==> src/rtl/dda_stepper_pkg.sv <==
// Shared types and constants for the DDA ray stepper and its divider.
package dda_stepper_pkg;

    localparam int unsigned QWidth      = 16;
    localparam int unsigned FracBits    = 8;
    localparam int unsigned BromLatency = 2;
    localparam int unsigned DivWidth    = 24;

    typedef enum logic [2:0] {
        StIdle,
        StStep,
        StFetch,
        StCheck,
        StDivide,
        StWallx,
        StOutput
    } state_e;

endpackage

==> src/rtl/dda_stepper_divider.sv <==
// Unsigned 24/16 restoring divider, one quotient bit per cycle.
module dda_stepper_divider
    import dda_stepper_pkg::*;
(
    input  logic                clk_i,
    input  logic                rst_i,
    input  logic                start_i,
    input  logic [DivWidth-1:0] dividend_i,
    input  logic [QWidth-1:0]   divisor_i,
    output logic                busy_o,
    output logic                done_o,
    output logic [DivWidth-1:0] quotient_o
);

    logic [QWidth-1:0]   rem_q;
    logic [QWidth-1:0]   dvs_q;
    logic [DivWidth-1:0] quo_q;
    logic [4:0]          cnt_q;
    logic [QWidth:0]     rem_sh;
    logic [QWidth:0]     diff;
    logic                fits;

    always_comb begin
        rem_sh = {rem_q, quo_q[DivWidth-1]};
        fits   = rem_sh >= {1'b0, dvs_q};
        diff   = rem_sh - {1'b0, dvs_q};
    end

    // The dividend is shifted out of quo_q as quotient bits are shifted in.
    always_ff @(posedge clk_i) begin
        if (rst_i) begin
            busy_o <= 1'b0;
            done_o <= 1'b0;
            cnt_q  <= '0;
            rem_q  <= '0;
            quo_q  <= '0;
            dvs_q  <= '0;
        end else begin
            done_o <= 1'b0;
            if (busy_o) begin
                rem_q <= fits ? QWidth'(diff) : QWidth'(rem_sh);
                quo_q <= {quo_q[DivWidth-2:0], fits};
                cnt_q <= cnt_q - 5'd1;
                if (cnt_q == 5'd1) begin
                    busy_o <= 1'b0;
                    done_o <= 1'b1;
                end
            end else if (start_i) begin
                busy_o <= 1'b1;
                cnt_q  <= 5'(DivWidth);
                rem_q  <= '0;
                quo_q  <= dividend_i;
                dvs_q  <= divisor_i;
            end
        end
    end

    assign quotient_o = quo_q;

endmodule

==> src/rtl/dda_stepper.sv <==
// Per-column DDA raycaster: walks the map grid until a wall hit or escape, then
// produces wall height and texture coordinate for the flattening stage.
module dda_stepper
    import dda_stepper_pkg::*;
#(
    parameter int unsigned SCREEN_WIDTH  = 320,
    parameter int unsigned SCREEN_HEIGHT = 240,
    parameter int unsigned N             = 24
) (
    input  logic              pixel_clk_in,
    input  logic              rst_in,
    input  logic              ray_valid_in,
    output logic              ray_ready_out,
    input  logic [7:0]        hcount_in,
    input  logic [7:0]        mapX_in,
    input  logic [7:0]        mapY_in,
    input  logic              stepX_in,
    input  logic              stepY_in,
    input  logic [QWidth-1:0] sideDistX_in,
    input  logic [QWidth-1:0] sideDistY_in,
    input  logic [QWidth-1:0] deltaDistX_in,
    input  logic [QWidth-1:0] deltaDistY_in,
    input  logic [QWidth-1:0] posX_in,
    input  logic [QWidth-1:0] posY_in,
    input  logic [QWidth-1:0] rayDirX_in,
    input  logic [QWidth-1:0] rayDirY_in,
    output logic [9:0]        map_addr_out,
    input  logic [7:0]        map_data_in,
    output logic [7:0]        hcount_ray_out,
    output logic [QWidth-1:0] lineHeight_out,
    output logic              wallType_out,
    output logic [7:0]        mapData_out,
    output logic [QWidth-1:0] wallX_out,
    output logic              valid_out,
    input  logic              ready_in
);

    localparam logic [DivWidth-1:0] Dividend = DivWidth'(SCREEN_HEIGHT << FracBits);
    localparam logic [7:0]          MaxSteps = 8'(2 * N);
    localparam logic [7:0]          LastCell = 8'(N - 1);

    state_e            state_q;
    logic [7:0]        hcount_q, map_x_q, map_y_q, cell_q, steps_q;
    logic              step_x_q, step_y_q, side_q;
    logic [QWidth-1:0] side_x_q, side_y_q, delta_x_q, delta_y_q;
    logic [QWidth-1:0] pos_x_q, pos_y_q, dir_x_q, dir_y_q, perp_q, lh_q;
    logic [1:0]        wait_q;

    logic                take_x, at_edge;
    logic [7:0]          map_x_nxt, map_y_nxt;
    logic [15:0]         addr_full;
    logic [QWidth:0]     sum_x, sum_y;
    logic [QWidth-1:0]   sat_x, sat_y, wall_sum, height;
    logic signed [32:0]  perp_s, dir_s, prod;
    logic                div_start, div_busy, div_done;
    logic [DivWidth-1:0] div_quotient;

    always_comb begin
        take_x    = side_x_q < side_y_q;
        map_x_nxt = map_x_q;
        map_y_nxt = map_y_q;
        if (take_x) begin
            map_x_nxt = step_x_q ? map_x_q - 8'd1 : map_x_q + 8'd1;
        end else begin
            map_y_nxt = step_y_q ? map_y_q - 8'd1 : map_y_q + 8'd1;
        end
        addr_full = 16'(map_y_nxt) * 16'(N) + 16'(map_x_nxt);
        sum_x     = {1'b0, side_x_q} + {1'b0, delta_x_q};
        sum_y     = {1'b0, side_y_q} + {1'b0, delta_y_q};
        sat_x     = sum_x[QWidth] ? 16'hFFFF : sum_x[QWidth-1:0];
        sat_y     = sum_y[QWidth] ? 16'hFFFF : sum_y[QWidth-1:0];
        at_edge   = (map_x_q == 8'd0) || (map_x_q == LastCell) ||
                    (map_y_q == 8'd0) || (map_y_q == LastCell);
        // X hits sample the wall along Y and vice versa; Q16.16 product back to Q8.8.
        perp_s    = 33'($signed({1'b0, perp_q}));
        dir_s     = 33'($signed(side_q ? dir_x_q : dir_y_q));
        prod      = perp_s * dir_s;
        wall_sum  = (side_q ? pos_x_q : pos_y_q) + 16'(prod >>> FracBits);
        height    = ((perp_q < 16'h0100) || (div_quotient > DivWidth'(SCREEN_HEIGHT))) ?
                    16'(SCREEN_HEIGHT) : 16'(div_quotient);
        div_start = (state_q == StDivide) && !div_busy && !div_done;
    end

    dda_stepper_divider u_divider (
        .clk_i      (pixel_clk_in),
        .rst_i      (rst_in),
        .start_i    (div_start),
        .dividend_i (Dividend),
        .divisor_i  (perp_q),
        .busy_o     (div_busy),
        .done_o     (div_done),
        .quotient_o (div_quotient)
    );

    always_ff @(posedge pixel_clk_in) begin
        if (rst_in) begin
            state_q        <= StIdle;
            ray_ready_out  <= 1'b0;
            valid_out      <= 1'b0;
            map_addr_out   <= '0;
            hcount_ray_out <= '0;
            lineHeight_out <= '0;
            wallType_out   <= 1'b0;
            mapData_out    <= '0;
            wallX_out      <= '0;
            steps_q        <= '0;
            wait_q         <= '0;
        end else begin
            unique case (state_q)
                StIdle: begin
                    ray_ready_out <= 1'b1;
                    if (ray_valid_in && ray_ready_out) begin
                        ray_ready_out <= 1'b0;
                        hcount_q      <= hcount_in;
                        map_x_q       <= mapX_in;
                        map_y_q       <= mapY_in;
                        step_x_q      <= stepX_in;
                        step_y_q      <= stepY_in;
                        side_x_q      <= sideDistX_in;
                        side_y_q      <= sideDistY_in;
                        delta_x_q     <= deltaDistX_in;
                        delta_y_q     <= deltaDistY_in;
                        pos_x_q       <= posX_in;
                        pos_y_q       <= posY_in;
                        dir_x_q       <= rayDirX_in;
                        dir_y_q       <= rayDirY_in;
                        steps_q       <= '0;
                        state_q       <= StStep;
                    end
                end
                StStep: begin
                    if (take_x) begin
                        side_x_q <= sat_x;
                        map_x_q  <= map_x_nxt;
                        side_q   <= 1'b0;
                    end else begin
                        side_y_q <= sat_y;
                        map_y_q  <= map_y_nxt;
                        side_q   <= 1'b1;
                    end
                    map_addr_out <= 10'(addr_full);
                    steps_q      <= steps_q + 8'd1;
                    wait_q       <= '0;
                    state_q      <= StFetch;
                end
                StFetch: begin
                    wait_q <= wait_q + 2'd1;
                    if (wait_q == 2'(BromLatency - 1)) state_q <= StCheck;
                end
                StCheck: begin
                    if (map_data_in != 8'd0) begin
                        cell_q  <= map_data_in;
                        perp_q  <= side_q ? side_y_q - delta_y_q : side_x_q - delta_x_q;
                        state_q <= StDivide;
                    end else if ((steps_q >= MaxSteps) || at_edge) begin
                        hcount_ray_out <= hcount_q;
                        wallType_out   <= side_q;
                        mapData_out    <= '0;
                        lineHeight_out <= '0;
                        wallX_out      <= '0;
                        valid_out      <= 1'b1;
                        state_q        <= StOutput;
                    end else begin
                        state_q <= StStep;
                    end
                end
                StDivide: begin
                    if (div_done) begin
                        lh_q    <= height;
                        state_q <= StWallx;
                    end
                end
                StWallx: begin
                    hcount_ray_out <= hcount_q;
                    wallType_out   <= side_q;
                    mapData_out    <= cell_q;
                    lineHeight_out <= lh_q;
                    wallX_out      <= wall_sum & 16'h00FF;
                    valid_out      <= 1'b1;
                    state_q        <= StOutput;
                end
                StOutput: begin
                    if (ready_in) begin
                        valid_out     <= 1'b0;
                        ray_ready_out <= 1'b1;
                        state_q       <= StIdle;
                    end
                end
                default: state_q <= StIdle;
            endcase
        end
    end

    always_ff @(posedge pixel_clk_in) begin
        if (!rst_in && ray_valid_in && ray_ready_out) begin
            assert (32'(hcount_in) < SCREEN_WIDTH);
        end
    end

endmodule

==> config.mk <==
export PLATFORM = sky130hd
export DESIGN_NAME = dda_stepper
export DESIGN_NICKNAME = d
export VERILOG_FILES = /design/src/rtl/dda_stepper_pkg.sv /design/src/rtl/dda_stepper_divider.sv /design/src/rtl/dda_stepper.sv
export SDC_FILE = /design/constraint.sdc
export NUM_CORES = 1
export LEC_CHECK = 0
export CORE_ASPECT_RATIO = 1.25
export CORE_MARGIN = 2
export CORE_UTILIZATION = 40
export CTS_BUF_LIST = sky130_fd_sc_hd__clkbuf_4 sky130_fd_sc_hd__clkbuf_8 sky130_fd_sc_hd__clkbuf_16
export CTS_CLUSTER_DIAMETER = 100
export DETAILED_ROUTE_END_ITERATION = 10
export SLEW_MARGIN = 30
export SYNTH_ARGS = -nofsm -noshare
export SYNTH_HDL_FRONTEND = slang
export SYNTH_HIERARCHICAL = 1
export SYNTH_SLANG_ARGS = --single-unit
==> constraint.sdc <==
create_clock -name pixel_clk_in -period 5.8 [get_ports pixel_clk_in]
set_input_delay 1.45 -clock pixel_clk_in [delete_from_list [all_inputs] [get_ports pixel_clk_in]]
set_output_delay 1.45 -clock pixel_clk_in [all_outputs]
set_load 0.1 [all_outputs]
==> reports/metrics.cfg <==
[synth]
combinational_family_with_the_most_area_after_synthesis = adder cells
async_reset_ff_share_pct = 0
post_syn_instances = 2199
yosys.area_share.xor_xnor_pct = 5.11
synth_compound_gate_area_share_pct = 11.9
yosys.area_share.simple_pct = 15.0
synth_cell_types = 73
number_of_flip_flops_and_latches_in_the_synthesized_netlist = 308
synth.yosys.seq_area_share_pct = 38.0
ys_warn_count = 6
netlist_area_um2 = 20900
yosysTopAreaCellShare_pct = 25.7
most_instantiated_flip_flop_cell_in_the_synthesis_netlist = sky130_fd_sc_hd__edfxtp_1
cell_taking_the_most_area_after_synthesis = sky130_fd_sc_hd__edfxtp_1
post_synth_mux_area_share_pct = 4.35
synth_area_leaders = sky130_fd_sc_hd__edfxtp_1 (26%), sky130_fd_sc_hd__dfxtp_1 (12%), sky130_fd_sc_hd__ha_1 (11%)
syn-mean-instance-area_um2 = 9.52
synth_enable_flop_cells = 179
area_share_of_fa_ha_maj_cells_after_synthesis_pct = 19.5

[placed_design]
place.port_buffers = 202
place_congestion = 0.862
hpwl_um = 38900

[route]
post_drt_via_cell_ratio = 5.04
routed_wire_length_per_instance_um = 16.0
remaining_design_rule_violation_count = 0
drt-pass1-iter-count = 5
drt-initial-drc-count = 717
via_count = 16000
finalWirelength_um = 50800
antenna_viol_nets_final = 0

[sta]
slew_viol_final = 0
finClkSkew_ps = 17.4
timing.fmax_mhz = 156
slew_headroom_pct = 31.3
worst_pin_slew_ps = 1030
final_min_period_over_clock_period_pct = 111
timing.final.crit_period_ps = 6420
fin_ws_ps = -623
fin_hold_ws_ps = 450
setup_viol_count_final = 7
timing_hold_violations_final = 0
unrepaired_setup_endpoints_after_global_routing = yes

[pwr]
leakagePower_uw = 0.0108
power_uw = 15300
vdd_ir_drop_max_mv = 1.31
powerDensity_nw_per_um2 = 592

[global_route]
groute.usage.overall_pct = 18.8
overflow = 0
grt_pass1_vias = 16700
antenna_found_initial = 0
grt_first_pass_wirelength_um = 82100
grt_max_degree = 67

[finish]
share_of_layout_cells_above_drive_strength_1_pct = 10.9
most-common-layout-cells = sky130_fd_sc_hd__nor2_1 (232), sky130_fd_sc_hd__inv_1 (215), sky130_fd_sc_hd__nand2_1 (196), sky130_fd_sc_hd__clkdlybuf4s50_1 (192), sky130_fd_sc_hd__edfxtp_1 (179)
antenna_fix_cells = 0
synthToLayoutAreaGrowth_pct = 23.4
design.final.nets = 2926
layout_commonest_cell = sky130_fd_sc_hd__nor2_1

[setup_path]
timing_worst_setup_path_type = flop to flop
critical_path.endpoint_type = flop
crit_required_ps = 6200
crit_fanout = 5
timing.critical_path.arrival_ps = 6830
critical_path_launch_point_type = flop

[outcome]
failing_checks = setup timing
outcome = complete, but fails checks

[clocking]
clk_latency_ps = 550
cts_tree = built
cts.root.buffer_cell = sky130_fd_sc_hd__clkbuf_16
cts-buffers-inserted = 36
cts_hold_buf = 0
clk_path_buf_depth = 3
clk_pin_slew_worst_paths_ps = 60
cts.htree.levels = 2
tritoncts_num_sinks = 308

[floorplan]
num_io_pins = 227
die_area_um2 = 54200
starting_utilization_of_the_core_area_pct = 40.5
design.core.area_um2 = 51700
die_span_x_um = 209
row_count = 93
die_h_um = 260

[hold_path]
worst_hold_path_type = flop to flop

[run]
max_cap_viol_count = 0

## per-stage QoR
| step | setup TNS (ps) | util [%] | cells | area, um2 | setup slack [ps] |
|---|---|---|---|---|---|
| 6_report | -2520 | 50.0 | 3177 | 25900 | -623 |
| 5_1_grt | -4500 | 50.0 | 3177 | 25900 | -970 |
| 4_1_cts | -2770 | 49.8 | 3172 | 25800 | -686 |
| 3_5_place_dp | -2900 | 47.3 | 3100 | 24500 | -789 |
| 3_3_place_gp | -2550 | 47.4 | 3100 | 24500 | -724 |
| 2_1_floorplan | -522 | - | 2237 | 21300 | -397 |
## registers in the layout, summed over array words and instances, names as in the netlist, 10 cells and up
| register | cells |
|---|---|
| u_divider/quotient_o | 24 |
| delta_x_q | 16 |
| delta_y_q | 16 |
| dir_x_q | 16 |
| dir_y_q | 16 |
| lh_q | 16 |
| lineHeight_out | 16 |
| perp_q | 16 |
| side_x_q | 16 |
| side_y_q | 16 |
| u_divider/dvs_q | 16 |
| u_divider/rem_q | 16 |
| map_addr_out | 10 |
## Yosys cell counts (all sizes together) (3+ instances only)
| cell | n |
|---|---|
| nand4 | 10 |
| clkbuf | 80 |
| dfxtp | 129 |
| nand3 | 27 |
| xnor2 | 89 |
| o211ai | 6 |
| o21ai | 77 |
| o21bai | 18 |
| nor4b | 3 |
| a2111oi | 3 |
| o41ai | 3 |
| inv | 221 |
| nor2b | 77 |
| o22ai | 3 |
| a31oi | 11 |
| nand2 | 196 |
| o21a | 9 |
| a21boi | 5 |
| a41oi | 3 |
| xor2 | 28 |
| nor4 | 19 |
| a21oi | 162 |
| nor2 | 235 |
| fa | 88 |
| nand2b | 32 |
| a311oi | 3 |
| edfxtp | 179 |
| a21o | 31 |
| a22oi | 32 |
| o31ai | 6 |
| and4 | 3 |
| or4 | 3 |
| nand3b | 4 |
| mux2i | 67 |
| ha | 185 |
| or3 | 5 |
| a211oi | 15 |
| nor3 | 31 |
| buf | 27 |
| and2 | 27 |
| mux2 | 21 |
## worst paths after layout
check                      from                  to  slack, ps  cells past startpoint
max                      side_q        wallX_out[7]       -620                     25
max reg2reg              side_q        wallX_out[7]       -620                     25
min          u_divider/dvs_q[9]  u_divider/dvs_q[9]        450                      2
min reg2reg  u_divider/dvs_q[9]  u_divider/dvs_q[9]        450                      2
## power breakdown
group	internal (uW)	switching, uW	leakage, uW
logic	5440	4930	0.00759
registers	2600	153	0.00267
clock network	1270	910	0.000578
total	9310	6000	0.0108
## final cells by class
cell class	count	area (um2)
timing repair buffer	319	2950
clock buffer	46	1000
inverter	222	833
multi-input combinational	1600	12200
sequential	308	7960
fill	4859	25800
clock inverter	17	128
tap	665	832
## metal layers
| layer | part of all wire (%) | global-route usage [%] | up-vias | wire, um |
|---|---|---|---|---|
| met4 | 3.7 | 7.28 | 0 | 1870 |
| met5 | 0 | 0 | - | 0 |
| met2 | 52 | 35.1 | 269 | 26300 |
| li1 | - | - | 7981 | - |
| met3 | 3.1 | 2.48 | 90 | 1550 |
| met1 | 42 | 21.7 | 7659 | 21100 |
## timing repair
action / 4_1_cts / 5_1_grt
pin swaps: 24 / 19
gates resized for setup: 22 / 18
endpoints found under the setup margin: 7 / 7
gates cloned: 2 / 0
buffers inserted: 9 / 5
## cells by family (layout without fill, tap and decap cells)
family                     count (synthesis)  count (layout)
xor gates and xnor gates                 119             119
other                                      2              40
muxes                                     88              88
adders and majority gates                273             273
AOI/OAI and AO/OA                        401             401
and+or+nand+nor                          679             679
buffers and inverters                    329             604
DFF                                      308             308
## worst max-delay path, cell delays in order (launching register included)
cell and delay [ps]:
sky130_fd_sc_hd__edfxtp_1 380, sky130_fd_sc_hd__buf_6 160, sky130_fd_sc_hd__buf_16 140, sky130_fd_sc_hd__buf_4 130, sky130_fd_sc_hd__mux2_4 330, sky130_fd_sc_hd__buf_4 160
sky130_fd_sc_hd__and2_1 160, sky130_fd_sc_hd__fa_1 480, sky130_fd_sc_hd__inv_1 50, sky130_fd_sc_hd__fa_1 500, sky130_fd_sc_hd__inv_1 50, sky130_fd_sc_hd__fa_1 480
sky130_fd_sc_hd__fa_1 550, sky130_fd_sc_hd__inv_1 50, sky130_fd_sc_hd__fa_1 500, sky130_fd_sc_hd__fa_1 600, sky130_fd_sc_hd__inv_1 60, sky130_fd_sc_hd__ha_1 310
sky130_fd_sc_hd__xnor2_1 140, sky130_fd_sc_hd__ha_1 320, sky130_fd_sc_hd__a21oi_1 120, sky130_fd_sc_hd__o21ai_1 90, sky130_fd_sc_hd__xnor2_1 180, sky130_fd_sc_hd__xnor2_1 100
sky130_fd_sc_hd__a22oi_1 140, sky130_fd_sc_hd__nor2_1 50
Note: power is estimated with default switching activity, not from simulation.
